<file path="src/rtl/slave_mem_sequencer.sv">
// Sequencer: loads a byte stream into a slave RAM, pulses a DUT start, then streams the RAM back out.
// Latency: one slave access per byte, each followed by a wait for DataRdy; RUN bounded by TIMEOUT cycles.
// Backpressure: in_ready only in WR_REQ; out_valid/out_data held stable in OUT until out_ready.
module slave_mem_sequencer #(
  parameter int ADDR_W  = 10,
  parameter int DATA_W  = 64,
  parameter int TIMEOUT = 200000000
) (
  input  logic                  clock,
  input  logic                  reset,
  input  logic                  go,
  input  logic [ADDR_W-1:0]     base_addr,
  input  logic [ADDR_W:0]       len,
  input  logic                  in_valid,
  input  logic [7:0]            in_data,
  output logic                  in_ready,
  output logic                  out_valid,
  output logic [7:0]            out_data,
  input  logic                  out_ready,
  output logic                  start_port,
  input  logic                  done_port,
  output logic [1:0]            S_oe_ram,
  output logic [1:0]            S_we_ram,
  output logic [2*ADDR_W-1:0]   S_addr_ram,
  output logic [2*DATA_W-1:0]   S_Wdata_ram,
  output logic [13:0]           S_data_ram_size,
  input  logic [2*DATA_W-1:0]   Sout_Rdata_ram,
  input  logic [1:0]            Sout_DataRdy,
  output logic                  busy,
  output logic                  seq_done,
  output logic                  timeout
);

  typedef enum logic [3:0] {
    IDLE, WR_REQ, WR_WAIT, START, RUN, RD_REQ, RD_WAIT, OUT, FIN
  } state_t;

  state_t state, state_nxt;

  logic [ADDR_W-1:0] base_q;
  logic [ADDR_W:0]   len_q;
  logic [ADDR_W:0]   idx;
  logic [ADDR_W:0]   idx_inc;
  logic              idx_last;
  logic [31:0]       run_cnt;
  logic [31:0]       run_nxt;
  logic              run_expire;
  logic [ADDR_W-1:0] slv_addr;
  logic              slv_rdy;
  logic [7:0]        slv_dat;
  logic              wr_fire;
  logic              we0;
  logic              oe0;
  logic              access;
  // A DataRdy seen in the request cycle itself is remembered so the wait state still sees it.
  logic              early_vld;
  logic [7:0]        early_dat;
  // Channel 1 and the upper read-data bits are never consumed.
  logic              unused_bits;

  assign unused_bits = ^{Sout_Rdata_ram[2*DATA_W-1:8], Sout_DataRdy[1]};

  assign idx_inc    = idx + (ADDR_W+1)'(1);
  assign idx_last   = (idx_inc == len_q);
  assign slv_addr   = base_q + idx[ADDR_W-1:0];
  assign slv_rdy    = Sout_DataRdy[0] | early_vld;
  assign slv_dat    = early_vld ? early_dat : Sout_Rdata_ram[7:0];
  assign run_nxt    = run_cnt + 32'd1;
  assign run_expire = (run_nxt == 32'(TIMEOUT));
  assign wr_fire    = (state == WR_REQ) && in_valid;
  assign access     = we0 | oe0;

  // Only channel 0 is ever driven; every slave field is zero outside a request cycle.
  assign S_we_ram        = {1'b0, we0};
  assign S_oe_ram        = {1'b0, oe0};
  assign S_addr_ram      = {{ADDR_W{1'b0}}, (access ? slv_addr : {ADDR_W{1'b0}})};
  assign S_Wdata_ram     = {{DATA_W{1'b0}}, {(DATA_W-8){1'b0}}, (we0 ? in_data : 8'h00)};
  assign S_data_ram_size = {7'd0, (access ? 7'd8 : 7'd0)};

  // State register; reset aborts any sequence in flight.
  always_ff @(posedge clock or posedge reset) begin
    if (reset) state <= IDLE;
    else       state <= state_nxt;
  end

  // Next-state decode and per-state strobes.
  always_comb begin
    state_nxt  = state;
    in_ready   = 1'b0;
    out_valid  = 1'b0;
    start_port = 1'b0;
    seq_done   = 1'b0;
    we0        = 1'b0;
    oe0        = 1'b0;
    busy       = (state != IDLE);
    case (state)
      IDLE:    if (go) state_nxt = (len == '0) ? START : WR_REQ;
      WR_REQ: begin
        in_ready = 1'b1;
        if (in_valid) begin
          we0       = 1'b1;
          state_nxt = WR_WAIT;
        end
      end
      WR_WAIT: if (slv_rdy) state_nxt = idx_last ? START : WR_REQ;
      START: begin
        start_port = 1'b1;
        state_nxt  = RUN;
      end
      RUN: begin
        if (done_port)       state_nxt = (len_q == '0) ? FIN : RD_REQ;
        else if (run_expire) state_nxt = FIN;
      end
      RD_REQ: begin
        oe0       = 1'b1;
        state_nxt = RD_WAIT;
      end
      RD_WAIT: if (slv_rdy) state_nxt = OUT;
      OUT: begin
        out_valid = 1'b1;
        if (out_ready) state_nxt = idx_last ? FIN : RD_REQ;
      end
      FIN: begin
        seq_done  = 1'b1;
        state_nxt = IDLE;
      end
      default: state_nxt = IDLE;
    endcase
  end

  // Sequence context: latched parameters, byte index, RUN counter, readback byte and status.
  always_ff @(posedge clock or posedge reset) begin
    if (reset) begin
      base_q    <= '0;
      len_q     <= '0;
      idx       <= '0;
      run_cnt   <= '0;
      out_data  <= '0;
      timeout   <= 1'b0;
      early_vld <= 1'b0;
      early_dat <= '0;
    end else begin
      early_vld <= (wr_fire || (state == RD_REQ)) && Sout_DataRdy[0];
      early_dat <= Sout_Rdata_ram[7:0];
      case (state)
        IDLE: begin
          if (go) begin
            base_q  <= base_addr;
            len_q   <= len;
            idx     <= '0;
            timeout <= 1'b0;
          end
        end
        WR_WAIT: if (slv_rdy) idx <= idx_inc;
        START:   run_cnt <= '0;
        RUN: begin
          run_cnt <= run_nxt;
          if (done_port)       idx     <= '0;
          else if (run_expire) timeout <= 1'b1;
        end
        RD_WAIT: if (slv_rdy) out_data <= slv_dat;
        OUT:     if (out_ready) idx <= idx_inc;
        default: ;
      endcase
    end
  end

endmodule
</file>
<file path="config.mk">
export PLATFORM = sky130hd
export DESIGN_NAME = slave_mem_sequencer
export DESIGN_NICKNAME = d
export VERILOG_FILES = /design/src/rtl/slave_mem_sequencer.sv
export SDC_FILE = /design/constraint.sdc
export NUM_CORES = 1
export LEC_CHECK = 0
export ABC_AREA = 1
export BUFFER_PORTS_ARGS = -buffer_cell sky130_fd_sc_hd__clkbuf_2
export CORE_AREA = 2 2 133 135
export DETAILED_ROUTE_END_ITERATION = 10
export DIE_AREA = 0 0 135 137
export PLACE_DENSITY = 0.71
export SETUP_SLACK_MARGIN = 0.5
export SYNTH_ARGS = -nofsm -noshare
export SYNTH_HDL_FRONTEND = slang
export SYNTH_SLANG_ARGS = --single-unit
</file>
<file path="constraint.sdc">
create_clock -name clock -period 3.4 [get_ports clock]
set_input_delay 0.68 -clock clock [delete_from_list [all_inputs] [get_ports clock]]
set_output_delay 0.68 -clock clock [all_outputs]
set_load 0.01 [all_outputs]
</file>
==> run_results.csv, run 1 <==
group,metric,value,unit
outcome,status,"finished clean",
clock_network,root_buffer,"clkbuf_16",
synthesis,synth_top_family_by_area,"simple AND/OR/NAND/NOR gates",
worst_setup_path,cp.required,2.72,ns
routing,avgViaCountPerCell,4.47,
power,vdd_drop_max,0.000395,V
clock_network,h-tree-depth,3,
layout,fillers,1782,
worst_setup_path,crit_path_cell_trace,"ha_4 -> fa_2 -> nand3_2 -> nand2_2 -> nand2_1 -> nand2_1 -> a21oi_2 -> nor2_1 -> o21ai_1 -> nand2_1 -> o21ai_1 -> a21oi_1 -> clkbuf_2",
power,p_leak,3.64,nW
floorplan,die-area,18500,µm²
layout,drive_gt1_frac,0.176,
sta,maxSlewViolCount,0,
worst_setup_path,slowest_delay,0.44,ns
layout,layout_common_cells,"nand2_1, conb_1, inv_1, nor2_1, dfrtp_1",
sta,holdWs,0.191,ns
routing,totalWireLength,15.1,mm
worst_hold_path,hold_path.class,"primary input to asynchronous set/reset pin",
global_route,grt_pass1_wl,23.6,mm
sta,max_freq,0.337,GHz
layout,finalInstanceArea,7270,µm²
sta,rsz0062_at_grt,"true",
layout,nets,1196,
synthesis,synth_area,6720,µm²
worst_setup_path,path_common_cell,"nand2_1",
global_route,grt_max_degree,46,
sta,slew_headroom,0.337,
clock_network,cts.sinks,86,
place,place_area,6800,µm²
synthesis,yosysSeqAreaShare,0.320,
synthesis,ys_async_sr_fraction,1.00,
place,io_buffer_count,78,
synthesis,avgSynthCellArea,7.19,µm²
global_route,grt_pass1_vias,4946,
floorplan,row_count,48,
layout,areaGrowthSynthToFinish,8.21,%
worst_setup_path,critPathCaptureType,"output pin",
sta,finalHoldViolCount,0,
place,dpl.hpwl,11.6,mm
synthesis,synth.area.mux_share,0.0201,
clock_network,worstSkewPairLatency,0.36,ns
place,placed_cells,1224,
sta,min_period,2.97,ns
synthesis,ys_types,38,
worst_setup_path,path_buf_inv,1,
power,power_density,557,nW/µm²
place,gp_congestion,0.875,
worst_setup_path,reg2reg_setup_slack,0.90,ns
routing,num_vias,5581,
synthesis,synthAdderAreaFrac,0.0253,
layout,fin_cells,1248,
synthesis,synth_compound_area_frac,0.0905,
sta,finalWorstSetupSlack,0.430,ns
flow_run,maxCapViolCount,0,
routing,final_antenna_net_count,0,
worst_setup_path,path_max_fanout,3,
floorplan,die_h,137,µm
routing,drt_iter0_markers,357,
global_route,antenna_found_initial,0,
sta,setup_tns,0,ns
synthesis,synth-edff-count,0,
routing,wl_per_cell,12.1,µm
place,dp_worst_setup_slack,0.453,ns
sta,period_share,0.874,
layout,final_common_cell,"nand2_1",
global_route,grtUsageTotal,0.161,
layout,antenna_cells,0,
synthesis,yosysWarnings,0,
floorplan,floorplan.initialDensity,0.394,
sta,setup_violations,0,
worst_setup_path,crit_arrival,2.29,ns
worst_setup_path,critical_path.slowest_cell,"dfrtp_2",
synthesis,yosys.area_share.xor_xnor,0.0209,
synthesis,synth-seq-cells,86,
worst_setup_path,worstSetupStartpointType,"flop",
clock_network,clk_pin_slew,0.07,ns
clock_network,cts_buffers,9,
routing,drc_errors,0,
floorplan,die_w,135,µm
routing,first_pass_iters,5,
floorplan,ioPinCount,345,
floorplan,core-area,17100,µm²
global_route,overflow,0,
sta,fin_skew,0.00920,ns
synthesis,synth_top_flop_cell,"dfrtp_1",
sta,worst_slew_pin_slew,0.990,ns
synthesis,synthSimpleGateAreaFrac,0.279,
synthesis,netlist_instances,934,
clock_network,cts_buffer_depth,2,
worst_setup_path,path_class,"flop to output pin",
worst_setup_path,cp_top_family,"adder cells",
clock_network,cts_tree,"built",
[through the flow]
stage	power (mW)	util
final	4.05	0.426
after global placement	2.91	0.399
after CTS	4.01	0.421
after global routing	4.34	0.426
after floorplan	2.62	-
after detailed placement	2.93	0.399
[state kept, by name (all words and copies together) (netlist names)]
signal	count
idx	11
early_vld	1
early_dat	8
len_q	11
state	4
run_cnt	32
base_q	10
timeout	1
out_data	8
[worst register-to-register path, stage by stage (launching register included)]
cell     delay (ns)
dfrtp_2        0.40
buf_4          0.15
ha_1           0.20
nand2_1        0.10
nor2_1         0.27
inv_1          0.12
nor2_1         0.22
inv_1          0.09
nand2_1        0.08
nand2_1        0.05
nand2_1        0.05
nand3_1        0.07
nor2_1         0.17
nand2_1        0.11
nand2_1        0.09
nand3_1        0.07
nand3_1        0.09
nand2_1        0.06
[power breakdown]
group	switching, mW	internal (mW)	total (mW)
registers	0.215	1.25	1.47
clock network	0.450	0.578	1.03
logic	0.961	0.596	1.56
total	1.63	2.42	4.05
[cells in the mapped netlist (3+ instances only)]
library cell | n | share of area
inv_2 | 3 | 0.0017
nor2_2 | 7 | 0.0065
inv_1 | 121 | 0.068
nor4_1 | 5 | 0.0047
a31oi_1 | 3 | 0.0028
nand4_1 | 6 | 0.0056
xor2_1 | 11 | 0.014
o21ai_0 | 30 | 0.022
o21a_1 | 8 | 0.0089
nand3_2 | 5 | 0.0075
nand2_2 | 13 | 0.012
nor3_1 | 8 | 0.0060
o22ai_1 | 31 | 0.029
o21ai_1 | 4 | 0.0030
nand2_1 | 211 | 0.12
xnor2_1 | 5 | 0.0065
nor2_1 | 99 | 0.055
buf_4 | 149 | 0.17
o21ai_2 | 3 | 0.0039
mux2_2 | 12 | 0.020
nand3_1 | 48 | 0.036
dfrtp_1 | 86 | 0.32
a21oi_1 | 19 | 0.014
ha_1 | 12 | 0.022
nor2_4 | 5 | 0.0084
clkbuf_1 | 13 | 0.0073
[per-layer routing]
layer | up-vias | track usage | wire length [µm]
met4 | 0 | 0.0469 | 256
met1 | 2531 | 0.208 | 6830
met2 | 198 | 0.262 | 7080
met5 | - | 0 | 0
li1 | 2831 | - | -
met3 | 21 | 0.0459 | 973
[worst paths after layout]
path	from	to	depth (start not counted)
hold reg to reg	out_data[3]	out_data[3]	1
hold / removal	reset	run_cnt[20]	2
setup reg to reg	idx[0]	state[2]	17
setup / recovery	idx[0]	S_addr_ram[8]	13
max in group asynchronous	reset	run_cnt[3]	3
min in group clock	Sout_Rdata_ram[5]	early_dat[5]	1
[logic make-up (layout without fill, tap and decap cells)]
logic type / count (synthesis) / after routing
xor+xnor: 16 / 16
flops: 86 / 86
simple gates: 419 / 419
fa+ha+maj: 13 / 13
other cells: 1 / 145
compound gates: 101 / 101
mux: 12 / 12
buf+inv: 286 / 231
[repair_timing]
action,4_1_cts,5_1_grt
pin swaps,3,4
gates resized for setup,11,12
setup buffers,3,5
hold buffers,0,0
setup endpoints to repair,5,7
[final cells by class]
type / count / area, µm² / area share
Timing Repair Buffer: 91 / 488 / 0.0671
Clock inverter: 7 / 81.3 / 0.0112
Sequential cell: 86 / 2150 / 0.296
Multi-Input combinational cell: 706 / 3570 / 0.491
Inverter: 124 / 469 / 0.0645
Tap cell: 225 / 282 / 0.0387
Clock buffer: 9 / 225 / 0.0310
Power figures use the tool's default switching activity.
==> run 2: changes to the inputs <==
BUFFER_PORTS_ARGS = -buffer_cell sky130_fd_sc_hd__buf_4   (was -buffer_cell sky130_fd_sc_hd__clkbuf_2)
==> run_results.csv, run 2 (same netlist as run 1, synthesis figures left out) <==
group,metric,value,unit
worst_setup_path,r2r_start,"state[1]",
worst_setup_path,crit_path_cell_trace,"ha_4 -> fa_2 -> nand3_2 -> nand2_2 -> nand2_1 -> nand2_1 -> a21oi_2 -> nor2_1 -> o21ai_1 -> nand2_1 -> o21ai_1 -> a21oi_1 -> buf_4",
global_route,grt_pass1_vias,5077,
clock_network,clk_pin_slew,0.07,ns
power,p_leak,3.72,nW
worst_setup_path,reg2reg_to,"idx[2]",
routing,wl_met2,7.51,mm
place,dpl.hpwl,11.8,mm
worst_hold_path,hold_path.class,"primary input to flop",
sta,setup_tns,0,ns
routing,highest_layer,"met4",
floorplan,die_h,137,µm
worst_setup_path,cp.required,2.72,ns
worst_setup_path,cp_top_family,"adder cells",
layout,areaGrowthSynthToFinish,11.9,%
layout,reg_top3,"run_cnt (32), idx (11), len_q (11)",
routing,drc_errors,0,
worst_setup_path,critical_path.slowest_cell,"dfrtp_2",
floorplan,die_w,135,µm
sta,finalHoldViolCount,0,
layout,layout_common_cells,"nand2_1, conb_1, inv_1, nor2_1, buf_4",
clock_network,h-tree-depth,3,
floorplan,core-area,17100,µm²
place,dp_worst_setup_slack,0.476,ns
layout,final_common_cell,"nand2_1",
routing,num_vias,5724,
clock_network,cts.sinks,86,
global_route,antenna_found_initial,0,
global_route,grtUsageTotal,0.164,
worst_setup_path,path_class,"flop to output pin",
sta,finalWorstSetupSlack,0.451,ns
worst_setup_path,r2r_cells,11,
worst_setup_path,crit_start,"idx[0]",
worst_setup_path,slowest_delay,0.43,ns
clock_network,root_buffer,"clkbuf_16",
clock_network,worstSkewPairLatency,0.35,ns
floorplan,floorplan.initialDensity,0.394,
routing,wl_met3,1.09,mm
layout,antenna_cells,0,
layout,largest_reg_flops,32,
power,power_density,565,nW/µm²
layout,drive_gt1_frac,0.182,
sta,setup_violations,0,
worst_setup_path,cp_num_cells,13,
floorplan,row_count,48,
global_route,grt_pass1_wl,24.3,mm
routing,wl_per_cell,12.5,µm
worst_setup_path,reg2reg_setup_slack,0.79,ns
worst_setup_path,critPathCaptureType,"output pin",
sta,max_freq,0.339,GHz
layout,nets,1198,
routing,first_pass_iters,5,
floorplan,ioPinCount,345,
routing,totalWireLength,15.7,mm
place,io_buffer_count,78,
clock_network,postCtsHoldBufs,0,
power,vdd_drop_max,0.000437,V
sta,rsz0062_at_grt,"true",
outcome,status,"finished clean",
worst_setup_path,crit_arrival,2.27,ns
sta,worst_slew_pin_slew,0.970,ns
layout,registers.top_by_ff_count,"run_cnt",
floorplan,die-area,18500,µm²
clock_network,cts_tree,"built",
worst_setup_path,path_max_fanout,2,
sta,maxSlewViolCount,0,
place,gp_congestion,0.912,
worst_setup_path,path_buf_inv,1,
global_route,grt_max_degree,36,
routing,avgViaCountPerCell,4.58,
sta,min_period,2.95,ns
flow_run,maxCapViolCount,0,
global_route,overflow,0,
sta,slew_headroom,0.351,
routing,met1Wirelength,6.74,mm
worst_setup_path,path_common_cell,"nand2_1",
worst_setup_path,endpoint,"S_addr_ram[8]",
clock_network,cts_buffers,9,
sta,fin_skew,0.00649,ns
routing,drt_iter0_markers,414,
sta,period_share,0.867,
routing,final_antenna_net_count,0,
clock_network,cts_buffer_depth,2,
worst_setup_path,worstSetupStartpointType,"flop",
## run 2: worst reg2reg max path, stage by stage, from the launching register on
cell	delay, ns
dfrtp_1	0.53
nor2_1	0.07
inv_1	0.12
nor2_1	0.06
buf_4	0.20
inv_2	0.40
nor2_1	0.15
a31oi_1	0.16
nand2_1	0.16
inv_2	0.22
o21ai_2	0.21
o21ai_0	0.23
## run 2: layout make-up
type	count	area, µm²
Multi-Input combinational cell	706	3580
Clock buffer	9	225
Tap cell	225	282
Timing Repair Buffer	93	711
Inverter	124	469
Fill cell	1744	9540
Sequential cell	86	2160
Clock inverter	7	97.6
## run 2: repair_timing
item                       4_1_cts  5_1_grt
pin swaps                        3        5
buffers inserted                 3        7
resized for setup               13       16
setup endpoints to repair        6       14
## run 2: worst min-delay path by stage
stage | depth (start not counted) | slack (ns) | from | to
after floorplan | 2 | 0.48 | len_q[4] | len_q[4]
after global placement | 1 | 0.48 | out_data[1] | out_data[1]
after detailed placement | 1 | 0.49 | out_data[7] | out_data[7]
after CTS | 1 | 0.43 | Sout_Rdata_ram[6] | early_dat[6]
after global routing | 1 | 0.42 | Sout_Rdata_ram[6] | early_dat[6]
final | 1 | 0.44 | Sout_Rdata_ram[0] | early_dat[0]
## run 2: per-layer routing
metal / global-route usage / vias to the layer above
li1: - / 2831
met1: 0.212 / 2641
met2: 0.269 / 223
met3: 0.0404 / 29
met4: 0.0579 / 0
met5: 0 / -
## run 2: power by group
| part | total, mW | switching, mW | internal [mW] |
|---|---|---|---|
| clock network | 1.08 | 0.437 | 0.646 |
| registers | 1.47 | 0.222 | 1.25 |
| logic | 1.69 | 0.995 | 0.696 |
## run 2: through the flow
stage	hold slack (ns)	util	total power, mW	instance area [µm²]	cells
final	0.440	0.441	4.25	7520	1250
after global placement	0.477	0.411	3.00	7010	1224
after floorplan	0.478	-	2.62	7260	1078
after global routing	0.424	0.441	4.53	7520	1250
after detailed placement	0.487	0.411	3.03	7010	1224
after CTS	0.430	0.434	4.17	7400	1243
==> run 3: changes to the inputs <==
ABC_AREA = default   (was 1)
CORE_AREA = 2 2 132 134   (was 2 2 133 135)
DIE_AREA = 0 0 134 136   (was 0 0 135 137)
RECOVER_POWER = 100   (was default)
==> run_results.csv, run 3 <==
group,metric,value,unit
global_route,grt_max_degree,87,
clock_network,clk_pin_slew,0.07,ns
worst_setup_path,crit_path_cell_trace,"nand2b_1 -> nor3_1 -> clkbuf_1 -> and3_1 -> clkbuf_1",
worst_setup_path,critPathCaptureType,"output pin",
worst_setup_path,path_class,"flop to output pin",
global_route,grt_pass1_vias,4647,
routing,wl_per_cell,14.8,µm
sta,rsz0062_at_grt,"true",
sta,finalWorstSetupSlack,0.281,ns
layout,nets,1007,
synthesis,synth_top_family_by_area,"buffers and inverters",
sta,period_share,0.917,
synthesis,synth.area.mux_share,0.0523,
synthesis,synth-seq-cells,86,
routing,final_antenna_net_count,0,
synthesis,synth.area.top_cells,"dfrtp_1, buf_4, o21ai_0",
synthesis,ys_async_sr_fraction,1.00,
floorplan,floorplan.initialDensity,0.393,
sta,min_period,3.12,ns
clock_network,cts.sinks,86,
global_route,grtUsageTotal,0.171,
worst_setup_path,worstSetupStartpointType,"flop",
synthesis,synth_common_cells,"buf_4, dfrtp_1, o21ai_0",
worst_setup_path,path_max_fanout,14,
worst_setup_path,slowest_delay,0.60,ns
sta,fin_skew,0.0111,ns
layout,drive_gt1_frac,0.163,
worst_hold_path,hold_path.class,"primary input to flop",
routing,avgViaCountPerCell,4.96,
synthesis,synth_top_flop_cell,"dfrtp_1",
layout,registers.top_by_ff_count,"run_cnt",
power,vdd_drop_max,0.000259,V
routing,drt_iter0_markers,501,
layout,antenna_cells,0,
place,dpl.hpwl,11.5,mm
routing,first_pass_iters,5,
clock_network,h-tree-depth,3,
routing,drc_errors,0,
power,p_leak,3.20,nW
synthesis,synth_top_area_frac,0.325,
synthesis,netlist_instances,764,
sta,max_freq,0.321,GHz
clock_network,root_buffer,"clkbuf_16",
floorplan,ioPinCount,345,
routing,totalWireLength,15.7,mm
outcome,status,"finished with violations",
sta,setup_tns,0,ns
routing,num_vias,5250,
clock_network,worstSkewPairLatency,0.36,ns
place,gp_congestion,0.879,
floorplan,die_h,136,µm
floorplan,die-area,18200,µm²
worst_setup_path,cp.required,2.72,ns
worst_setup_path,crit_arrival,2.44,ns
clock_network,cts_buffer_depth,2,
floorplan,die_w,134,µm
place,dp_worst_setup_slack,0.305,ns
synthesis,synthSimpleGateAreaFrac,0.202,
layout,largest_reg_flops,32,
sta,slew_headroom,-0.442,
synthesis,synth-edff-count,0,
sta,finalHoldViolCount,0,
layout,layout_common_cells,"conb_1, dfrtp_1, o21ai_0, buf_4, nor2_1",
worst_setup_path,critical_path.slowest_cell,"dfrtp_1",
synthesis,avgSynthCellArea,8.68,µm²
floorplan,row_count,48,
synthesis,yosys.area_share.xor_xnor,0.0536,
synthesis,synth_compound_area_frac,0.137,
synthesis,yosysTopAreaCell,"dfrtp_1",
layout,areaGrowthSynthToFinish,7.42,%
global_route,antenna_found_initial,1,
sta,setup_violations,0,
worst_setup_path,path_common_cell,"clkbuf_1",
synthesis,synth.most_common_cell,"buf_4",
synthesis,yosysSeqAreaShare,0.325,
synthesis,ys_types,68,
layout,reg_top3,"run_cnt (32), idx (11), len_q (11)",
clock_network,cts_buffers,9,
flow_run,maxCapViolCount,2,
worst_setup_path,cp_top_family,"simple AND/OR/NAND/NOR gates",
layout,final_common_cell,"conb_1",
global_route,overflow,0,
outcome,violations,"capacitance limit, slew limit",
sta,maxSlewViolCount,104,
synthesis,synth_area,6630,µm²
power,power_density,645,nW/µm²
clock_network,cts_tree,"built",
sta,worst_slew_pin_slew,2.16,ns
layout,post-route-util,0.422,
synthesis,synthAdderAreaFrac,0.0257,
place,io_buffer_count,78,
clock_network,postCtsHoldBufs,0,
worst_setup_path,path_buf_inv,2,
synthesis,yosysWarnings,0,
global_route,grt_pass1_wl,24.4,mm
floorplan,core-area,16900,µm²
-- run 3: cell types whose count changed in the layout (fill, tap and decap cells not counted), sizes merged, moves of 18 or more --
cell,delta
and3,+18
buf,-37
clkbuf,+41
inv,-107
nand2,-180
nand3,-27
nor2,-64
o21ai,+27
o22ai,-31
xnor2,+20
-- run 3: final timing paths --
check	start	to	slack (ns)	cells past startpoint
setup / recovery	state[0]	S_Wdata_ram[7]	0.28	5
hold / removal	Sout_Rdata_ram[4]	early_dat[4]	0.46	1
setup reg to reg	state[2]	run_cnt[4]	0.50	6
hold reg to reg	run_cnt[31]	run_cnt[31]	0.51	1
max in group asynchronous	reset	run_cnt[1]	0.84	3
min in group asynchronous	reset	run_cnt[12]	1.09	3
-- run 3: cell families after synthesis --
kind of cell | after synthesis
other cells | 1
fa+ha+maj | 13
simple gates | 241
compound gates | 148
xor+xnor | 39
mux | 32
flops | 86
buf+inv | 204
-- run 3: worst reg2reg max path, cell delays in order, from the launching register on --
cell	delay (ns)
dfrtp_1	0.65
nand2_1	0.22
nor3_1	0.19
clkbuf_1	0.75
nor2_1	0.55
o21ai_0	0.31
o31ai_1	0.10
-- run 3: repair_timing --
action                                  CTS  global route
endpoints found under the setup margin    7            14
gates resized for setup                  13            11
pin swaps                                 9             7
setup buffers                             6             3
-- run 3: metal layers --
metal	GRT usage	vias up	share of wire
met2	0.252	226	0.44
met4	0.0402	0	0.011
met1	0.237	2481	0.45
li1	-	2530	-
met5	0	-	0
met3	0.0638	13	0.11
-- run 3: stage by stage --
| stage | power, mW | instance area [µm²] | cells | hold slack (ns) |
|---|---|---|---|---|
| final | 4.59 | 7120 | 1058 | 0.457 |
| after global routing | 4.95 | 7120 | 1058 | 0.447 |
| after CTS | 4.70 | 7230 | 1055 | 0.423 |
| after detailed placement | 3.61 | 6840 | 1034 | 0.472 |
| after global placement | 3.56 | 6840 | 1034 | 0.482 |
| after floorplan | 3.06 | 7170 | 908 | 0.431 |
-- run 3: area by class of cell --
type	count	area, µm²
clock buffers	9	225
well taps	225	282
fillers	1748	9760
flip-flops and latches	86	2160
inverters	17	65.1
multi-input cells	618	3720
repair buffers	97	603
clock inverters	6	71.3
-- run 3: power breakdown --
group | internal, mW | switching [mW]
clock | 0.571 | 0.442
sequential | 1.27 | 0.296
combinational | 0.838 | 1.18
total | 2.67 | 1.92
